**config.mk**
```make
export PLATFORM = sky130hd
export DESIGN_NAME = prepare_batch_datap
export DESIGN_NICKNAME = d
export VERILOG_FILES = /design/src/rtl/prepare_batch_datap.sv
export SDC_FILE = /design/constraint.sdc
export NUM_CORES = 1
export LEC_CHECK = 0
export CORE_AREA = 2 2 245 247
export CTS_CLUSTER_SIZE = 14
export DETAILED_ROUTE_END_ITERATION = 6
export DIE_AREA = 0 0 247 249
export PLACE_DENSITY = 0.72
export REMOVE_ABC_BUFFERS = 1
export SYNTH_ARGS = -nofsm -noshare
export SYNTH_HDL_FRONTEND = slang
export SYNTH_SLANG_ARGS = --single-unit
```
**constraint.sdc**
```tcl
create_clock -name clk -period 6.6 [get_ports clk]
set_input_delay 0.99 -clock clk [delete_from_list [all_inputs] [get_ports clk]]
set_output_delay 0.99 -clock clk [all_outputs]
set_load 0.005 [all_outputs]
```
**src/rtl/prepare_batch_datap.sv**
```systemverilog
// Prepare-batch datapath: validates a Prepare header against replica state, writes one header-log entry per accepted payload beat, then commits the new tails and answers.
// Latency: header accept to first header-log write is 2 cycles; a zero-wait batch of N entries raises resp_val in cycle N+3.
// Backpressure: prep_hdr_rdy only in IDLE, ent_len_rdy only in WRITE/DRAIN, resp_val held until resp_rdy. Optional stats build: PREP_BATCH_STATS_EN.
module prepare_batch_datap #(
    parameter int NOC_DATA_W      = 512,
    parameter int LOG_DEPTH_W     = 10,
    parameter int LOG_HDR_DEPTH_W = 8,
    parameter int MAX_BATCH       = 8,
    parameter int BATCH_W         = $clog2(MAX_BATCH + 1),
    parameter int LOG_W_BYTES_W   = $clog2(NOC_DATA_W / 8)
) (
    input  logic                     clk,
    input  logic                     rst,
    input  logic                     prep_hdr_val,
    output logic                     prep_hdr_rdy,
    input  logic [63:0]              prep_hdr_view,
    input  logic [63:0]              prep_hdr_opnum,
    input  logic [BATCH_W-1:0]       prep_hdr_batch,
    input  logic [63:0]              st_curr_view,
    input  logic [63:0]              st_last_op,
    input  logic [LOG_DEPTH_W:0]     st_data_head,
    input  logic [LOG_DEPTH_W:0]     st_data_tail,
    input  logic [LOG_HDR_DEPTH_W:0] st_hdr_head,
    input  logic [LOG_HDR_DEPTH_W:0] st_hdr_tail,
    input  logic                     ent_len_val,
    output logic                     ent_len_rdy,
    input  logic [15:0]              ent_len,
    output logic                     log_hdr_wr_val,
    output logic [LOG_HDR_DEPTH_W-1:0] log_hdr_wr_addr,
    output logic [63:0]              log_hdr_wr_view,
    output logic [63:0]              log_hdr_wr_opnum,
    output logic [LOG_DEPTH_W:0]     log_hdr_wr_paddr,
    output logic [15:0]              log_hdr_wr_len,
    output logic                     st_wr_val,
    output logic [63:0]              st_wr_last_op,
    output logic [LOG_HDR_DEPTH_W:0] st_wr_hdr_tail,
    output logic [LOG_DEPTH_W:0]     st_wr_data_tail,
    output logic                     resp_val,
    input  logic                     resp_rdy,
    output logic                     resp_ok,
    output logic [63:0]              resp_opnum
`ifdef PREP_BATCH_STATS_EN
    ,
    output logic [31:0]              stat_commit_cnt,
    output logic [31:0]              stat_reject_cnt
`endif
);

    localparam int DW = LOG_DEPTH_W + 1;
    localparam logic [DW-1:0] DEPTH = DW'(1) << LOG_DEPTH_W;
    localparam logic [16:0] LINE_MASK = 17'((1 << LOG_W_BYTES_W) - 1);
    localparam logic [LOG_HDR_DEPTH_W:0] HDR_FULL_XOR = {1'b1, {LOG_HDR_DEPTH_W{1'b0}}};

    localparam logic [2:0] S_IDLE   = 3'd0;
    localparam logic [2:0] S_CHECK  = 3'd1;
    localparam logic [2:0] S_WRITE  = 3'd2;
    localparam logic [2:0] S_DRAIN  = 3'd3;
    localparam logic [2:0] S_COMMIT = 3'd4;
    localparam logic [2:0] S_RESP   = 3'd5;

    logic [2:0]               state;
    logic [63:0]              view_r, opnum_r, cview_r, last_op_r;
    logic [BATCH_W-1:0]       batch_r, idx, rem;
    logic [LOG_DEPTH_W:0]     dhead_r, dtail_acc;
    logic [LOG_HDR_DEPTH_W:0] hhead_r, htail_acc;
    logic                     ok_r;

    logic [16:0]   len_sum, lines;
    logic [DW-1:0] used, free_lines;
    logic          hdr_full, fits, beat, last_beat, check_ok;

    // Per-beat fit evaluation against the running accumulators
    always_comb begin
        len_sum    = {1'b0, ent_len} + LINE_MASK;
        lines      = len_sum >> LOG_W_BYTES_W;
        used       = dtail_acc - dhead_r;
        free_lines = DEPTH - used;
        hdr_full   = (htail_acc ^ hhead_r) == HDR_FULL_XOR;
        fits       = (32'(lines) <= 32'(free_lines)) && !hdr_full;
        beat       = (state == S_WRITE) && ent_len_val;
        last_beat  = idx == (batch_r - BATCH_W'(1));
        check_ok   = (view_r == cview_r) && (opnum_r == last_op_r + 64'd1) &&
                     (batch_r != '0) && (batch_r <= BATCH_W'(MAX_BATCH));
    end

    // Control FSM and latched batch context
    always_ff @(posedge clk) begin
        if (rst) begin
            state     <= S_IDLE;
            view_r    <= '0;
            opnum_r   <= '0;
            cview_r   <= '0;
            last_op_r <= '0;
            batch_r   <= '0;
            idx       <= '0;
            rem       <= '0;
            dhead_r   <= '0;
            dtail_acc <= '0;
            hhead_r   <= '0;
            htail_acc <= '0;
            ok_r      <= 1'b0;
        end else begin
            case (state)
                S_IDLE: if (prep_hdr_val) begin
                    view_r    <= prep_hdr_view;
                    opnum_r   <= prep_hdr_opnum;
                    batch_r   <= prep_hdr_batch;
                    cview_r   <= st_curr_view;
                    last_op_r <= st_last_op;
                    dhead_r   <= st_data_head;
                    dtail_acc <= st_data_tail;
                    hhead_r   <= st_hdr_head;
                    htail_acc <= st_hdr_tail;
                    idx       <= '0;
                    state     <= S_CHECK;
                end
                S_CHECK: begin
                    ok_r <= check_ok;
                    rem  <= batch_r;
                    state <= check_ok ? S_WRITE : S_DRAIN;
                end
                S_WRITE: if (ent_len_val) begin
                    if (fits) begin
                        dtail_acc <= dtail_acc + DW'(lines);
                        htail_acc <= htail_acc + 1'b1;
                        idx       <= idx + BATCH_W'(1);
                        if (last_beat) state <= S_COMMIT;
                    end else begin
                        // Abort: whatever beats remain still have to be consumed
                        ok_r  <= 1'b0;
                        rem   <= batch_r - idx - BATCH_W'(1);
                        state <= last_beat ? S_RESP : S_DRAIN;
                    end
                end
                S_DRAIN: begin
                    if (rem == '0) begin
                        state <= S_RESP;
                    end else if (ent_len_val) begin
                        rem <= rem - BATCH_W'(1);
                        if (rem == BATCH_W'(1)) state <= S_RESP;
                    end
                end
                S_COMMIT: state <= S_RESP;
                S_RESP:   if (resp_rdy) state <= S_IDLE;
                default:  state <= S_IDLE;
            endcase
        end
    end

    // Handshake and data outputs; everything forced low while rst is high
    always_comb begin
        prep_hdr_rdy     = !rst && (state == S_IDLE);
        ent_len_rdy      = !rst && ((state == S_WRITE) || ((state == S_DRAIN) && (rem != '0)));
        log_hdr_wr_val   = !rst && beat && fits;
        log_hdr_wr_addr  = log_hdr_wr_val ? htail_acc[LOG_HDR_DEPTH_W-1:0] : '0;
        log_hdr_wr_view  = log_hdr_wr_val ? view_r : '0;
        log_hdr_wr_opnum = log_hdr_wr_val ? opnum_r + 64'(idx) : '0;
        log_hdr_wr_paddr = log_hdr_wr_val ? dtail_acc : '0;
        log_hdr_wr_len   = log_hdr_wr_val ? ent_len : '0;
        st_wr_val        = !rst && (state == S_COMMIT);
        st_wr_last_op    = st_wr_val ? last_op_r + 64'(batch_r) : '0;
        st_wr_hdr_tail   = st_wr_val ? htail_acc : '0;
        st_wr_data_tail  = st_wr_val ? dtail_acc : '0;
        resp_val         = !rst && (state == S_RESP);
        resp_ok          = resp_val && ok_r;
        resp_opnum       = !resp_val ? 64'd0 :
                           ok_r ? opnum_r + 64'(batch_r) - 64'd1 : last_op_r;
    end

`ifdef PREP_BATCH_STATS_EN
    // Saturating commit / reject counters
    always_ff @(posedge clk) begin
        if (rst) begin
            stat_commit_cnt <= '0;
            stat_reject_cnt <= '0;
        end else begin
            if (st_wr_val && (stat_commit_cnt != '1))
                stat_commit_cnt <= stat_commit_cnt + 32'd1;
            if (resp_val && resp_rdy && !ok_r && (stat_reject_cnt != '1))
                stat_reject_cnt <= stat_reject_cnt + 32'd1;
        end
    end
`endif

endmodule

```
==> impl_metrics.env <==
export IMPL_dr_pass1_iters=5
export IMPL_wl_per_cell_um=21.3
export IMPL_status="finished clean"
export IMPL_cts_tree="done"
export IMPL_numCtsBuffers=38
export IMPL_seq_area_frac_synth_pct=25.0
export IMPL_grt_max_degree=186
export IMPL_area_delta_synth_final_pct=32.7
export IMPL_ys_types=77
export IMPL_worst_pin_slew_ns=1.14
export IMPL_setup_viol=0
export IMPL_layout_min_cycle_time_ns=6.39
export IMPL_grt_use_total_pct=32.1
export IMPL_clk_pin_slew_ns=0.06
export IMPL_total_power_mw=10.6
export IMPL_num_rows=89
export IMPL_grt_busiest_layer="met2"
export IMPL_wirelength_um=104000
export IMPL_multi_input_area_um2=17400
export IMPL_grt_pass1_vias=24948
export IMPL_ctsHoldBuffers=0
export IMPL_worstRegToRegCells=20
export IMPL_drtAntennaViolNets=0
export IMPL_fin_nets=4587
export IMPL_synth_seq_cells=312
export IMPL_fp_dieW_um=247
export IMPL_max_cap_viol_count=0
export IMPL_core_um2=58700
export IMPL_crit_fanout=23
export IMPL_slew_headroom_pct=23.6
export IMPL_yosysWarnings=0
export IMPL_critPathLaunchType="flop"
export IMPL_async_reset_ff_share_pct=0
export IMPL_whs_ns=0.454
export IMPL_fmax_mhz=157
export IMPL_cts_sinks=312
export IMPL_grt_overflow=0
export IMPL_vias_per_cell=5.52
export IMPL_grt_pass1_wl_um=153000
export IMPL_register_area_um2=6250
export IMPL_use_met1_pct=43.5
export IMPL_crit_slowest_cell="clkdlybuf4s50_1"
export IMPL_worst_clock_skew_ns=0.0189
export IMPL_finalNonFillerCells=4882
export IMPL_drt_iter0_drc=2310
export IMPL_drc=0
export IMPL_nFillCells=5718
export IMPL_synth_avg_cell_area_um2=6.96
export IMPL_htreeDepth=2
export IMPL_syn_inst=3589
export IMPL_dp_cells=4806
export IMPL_grt_use_met3_pct=5.12
export IMPL_final_max_slew_viol_count=0
export IMPL_crit_path_max_incr_delay_ns=0.52
export IMPL_antenna_found_initial=4
export IMPL_power_density_nw_per_um2=319
export IMPL_port_buffers=637
export IMPL_hpwl_um=79900
export IMPL_die_area_um2=61500
export IMPL_gp_congestion=0.987
export IMPL_clk_latency_ns=0.56
export IMPL_critPathArrivalTime_ns=5.40
export IMPL_num_vias=26946
export IMPL_synthesis_area_um2=25000
export IMPL_hold_violations=0
export IMPL_critical_path_endpoint_type="output port"
export IMPL_grt_use_met2_pct=52.3
export IMPL_floorplan_initialDensity_pct=42.6
export IMPL_crit_chain="inv_1 -> ha_1 -> ha_1 -> inv_1 -> fa_1 -> nor2b_2 -> o21ai_1 -> a21oi_1 -> o21ai_0 -> nand2b_1 -> xnor2_1 -> ha_1 -> a21o_1 -> a211o_1 -> or3_1 -> o21a_1 -> a21oi_4 -> nand2b_4 -> inv_4 -> buf_12 -> and2_1 -> clkdlybuf4s50_1"
export IMPL_synth_edff_count=0
export IMPL_worst_ir_drop_vdd_mv=0.235
export IMPL_io_pins=638
export IMPL_drive_gt1_share_pct=3.43
export IMPL_synthFlopType="dfxtp_1"
export IMPL_p_leak_nw=12.4
export IMPL_die_y_um=249
export IMPL_fin_setup_tns_ns=0
export IMPL_rsz0062_at_grt="no"
export IMPL_finalCritPeriodShare_pct=96.8
export IMPL_hold_path_class="reg2reg"
export IMPL_cp_common_cell="ha_1"
export IMPL_cts_root_buffer="clkbuf_16"
export IMPL_clk_path_buf_depth=3
export IMPL_worst_setup_path_type="reg2out"
export IMPL_worst_hold_path_num_cells=2
export IMPL_cp_data_required_time_ns=5.61
[layout make-up]
cell class | instances | share of cell area, %
clock buffer | 58 | 3.31
clock inverter | 11 | 0.476
multi-input combinational | 2901 | 52.3
tap | 773 | 2.92
sequential | 312 | 18.9
inverter | 144 | 1.64
antenna | 3 | 0.0226
timing repair buffer | 680 | 20.4
[flip-flops by register name (all words and copies together) (netlist names)]
register / flops
dhead_r: 11
view_r: 64
opnum_r: 64
batch_r: 4
dtail_acc: 11
rem: 4
ok_r: 1
cview_r: 64
htail_acc: 9
state: 3
last_op_r: 64
idx: 4
hhead_r: 9
[power breakdown]
| group | leakage, nW | total (mW) | switching [mW] | internal (mW) |
|---|---|---|---|---|
| sequential | 2.56 | 2.88 | 0.631 | 2.25 |
| combinational | 9.24 | 5.55 | 3.29 | 2.25 |
| clock | 0.605 | 2.16 | 0.890 | 1.27 |
| total | 12.4 | 10.6 | 4.81 | 5.77 |
[synthesized netlist by cell type, types with 5 or more instances]
library cell  instances  area [um^2]
o21a_1               13         97.6
xor2_1              116         1020
dfxtp_1             312         6250
buf_2                28          140
nand3_1              79          395
o21bai_1             18          135
o21ai_0             119          596
or2_2                 6         37.5
mux2i_1              25          250
o2111ai_1             7         61.3
ha_1                183         2290
nand2_1             753         2830
xnor2_1             248         2170
o22ai_1               5         31.3
and4_1                7         61.3
a22oi_1              10         75.1
nor2b_1              13         81.3
nand2b_1             22          138
o211ai_1             13         97.6
buf_1                 7         26.3
fa_1                  6          120
and3_1               26          163
inv_1               143          537
a211oi_1             25          188
a31oi_1              16          100
a21o_1               35          263
clkbuf_1            190          713
or3_1                39          244
nor4_1               27          169
or4_1                 6         45.0
nor3_1               66          330
nor2_1              297         1110
nand4_1              82          513
and2_1              115          719
a21oi_1             451         2260
[cell families (layout without fill, tap and decap cells)]
kind of cell / after synthesis / count (layout) / share of synthesized area (%)
other cells: 0 / 3 / 0
simple gates: 1560 / 1560 / 28.3
compound gates: 761 / 761 / 17.4
fa+ha+maj: 189 / 189 / 9.64
mux: 27 / 27 / 1.09
flops: 312 / 312 / 25.0
xor+xnor: 364 / 364 / 12.8
buf+inv: 376 / 893 / 5.86
[cells in the final DEF (no fill, tap or decap), drive strengths merged, types with 30 or more instances in the layout]
master | synthesis | final
nand2 | 753 | 753
clkdlybuf4s50 | 0 | 636
a21oi | 452 | 452
dfxtp | 312 | 312
nor2 | 297 | 297
xnor2 | 248 | 248
ha | 183 | 183
inv | 144 | 144
o21ai | 119 | 119
xor2 | 116 | 116
and2 | 115 | 115
nand4 | 84 | 84
nand3 | 79 | 79
nor3 | 68 | 68
clkbuf | 193 | 60
buf | 39 | 42
or3 | 40 | 40
a21o | 35 | 35
nor4 | 30 | 30
[critical path, delay by kind of cell (launching register included)]
kind | cells | cell delay (ns)
xor gates and xnor gates | 1 | 0.16
buffers and inverters | 5 | 1.01
and+or+nand+nor | 5 | 0.84
AOI/OAI and AO/OA | 7 | 1.29
DFF | 1 | 0.37
adders and majority gates | 4 | 1.13
[per-layer routing]
metal / share of wire, % / wire (um)
met1: 44 / 45400
met2: 46 / 48000
met3: 7.5 / 7800
met4: 2.8 / 2890
met5: 0.012 / 13
[what timing repair did]
item / in CTS / in global routing
gates resized for setup: 2 / 16
buffers inserted: 0 / 1
endpoints found under the setup margin: 57 / 170
pin swaps: 0 / 1
cloned: 0 / 3
[metrics by stage]
step	instance area, um^2	setup slack [ns]	utilization [%]
6_report	33200	0.211	56.5
5_1_grt	33200	0.00745	56.5
3_5_place_dp	31800	0.186	54.1
3_3_place_gp	31800	0.318	54.1
2_1_floorplan	24100	-14.24	-
4_1_cts	33000	0.0479	56.3
[path summary, 6_finish.rpt]
check | from | to | slack (ns)
setup reg to reg | dtail_acc[1] | dtail_acc[2] | 1.69
setup / recovery | dtail_acc[1] | log_hdr_wr_view[41] | 0.21
hold / removal | view_r[46] | view_r[46] | 0.45
hold reg to reg | view_r[46] | view_r[46] | 0.45
Note: power is estimated with default switching activity, not from simulation.
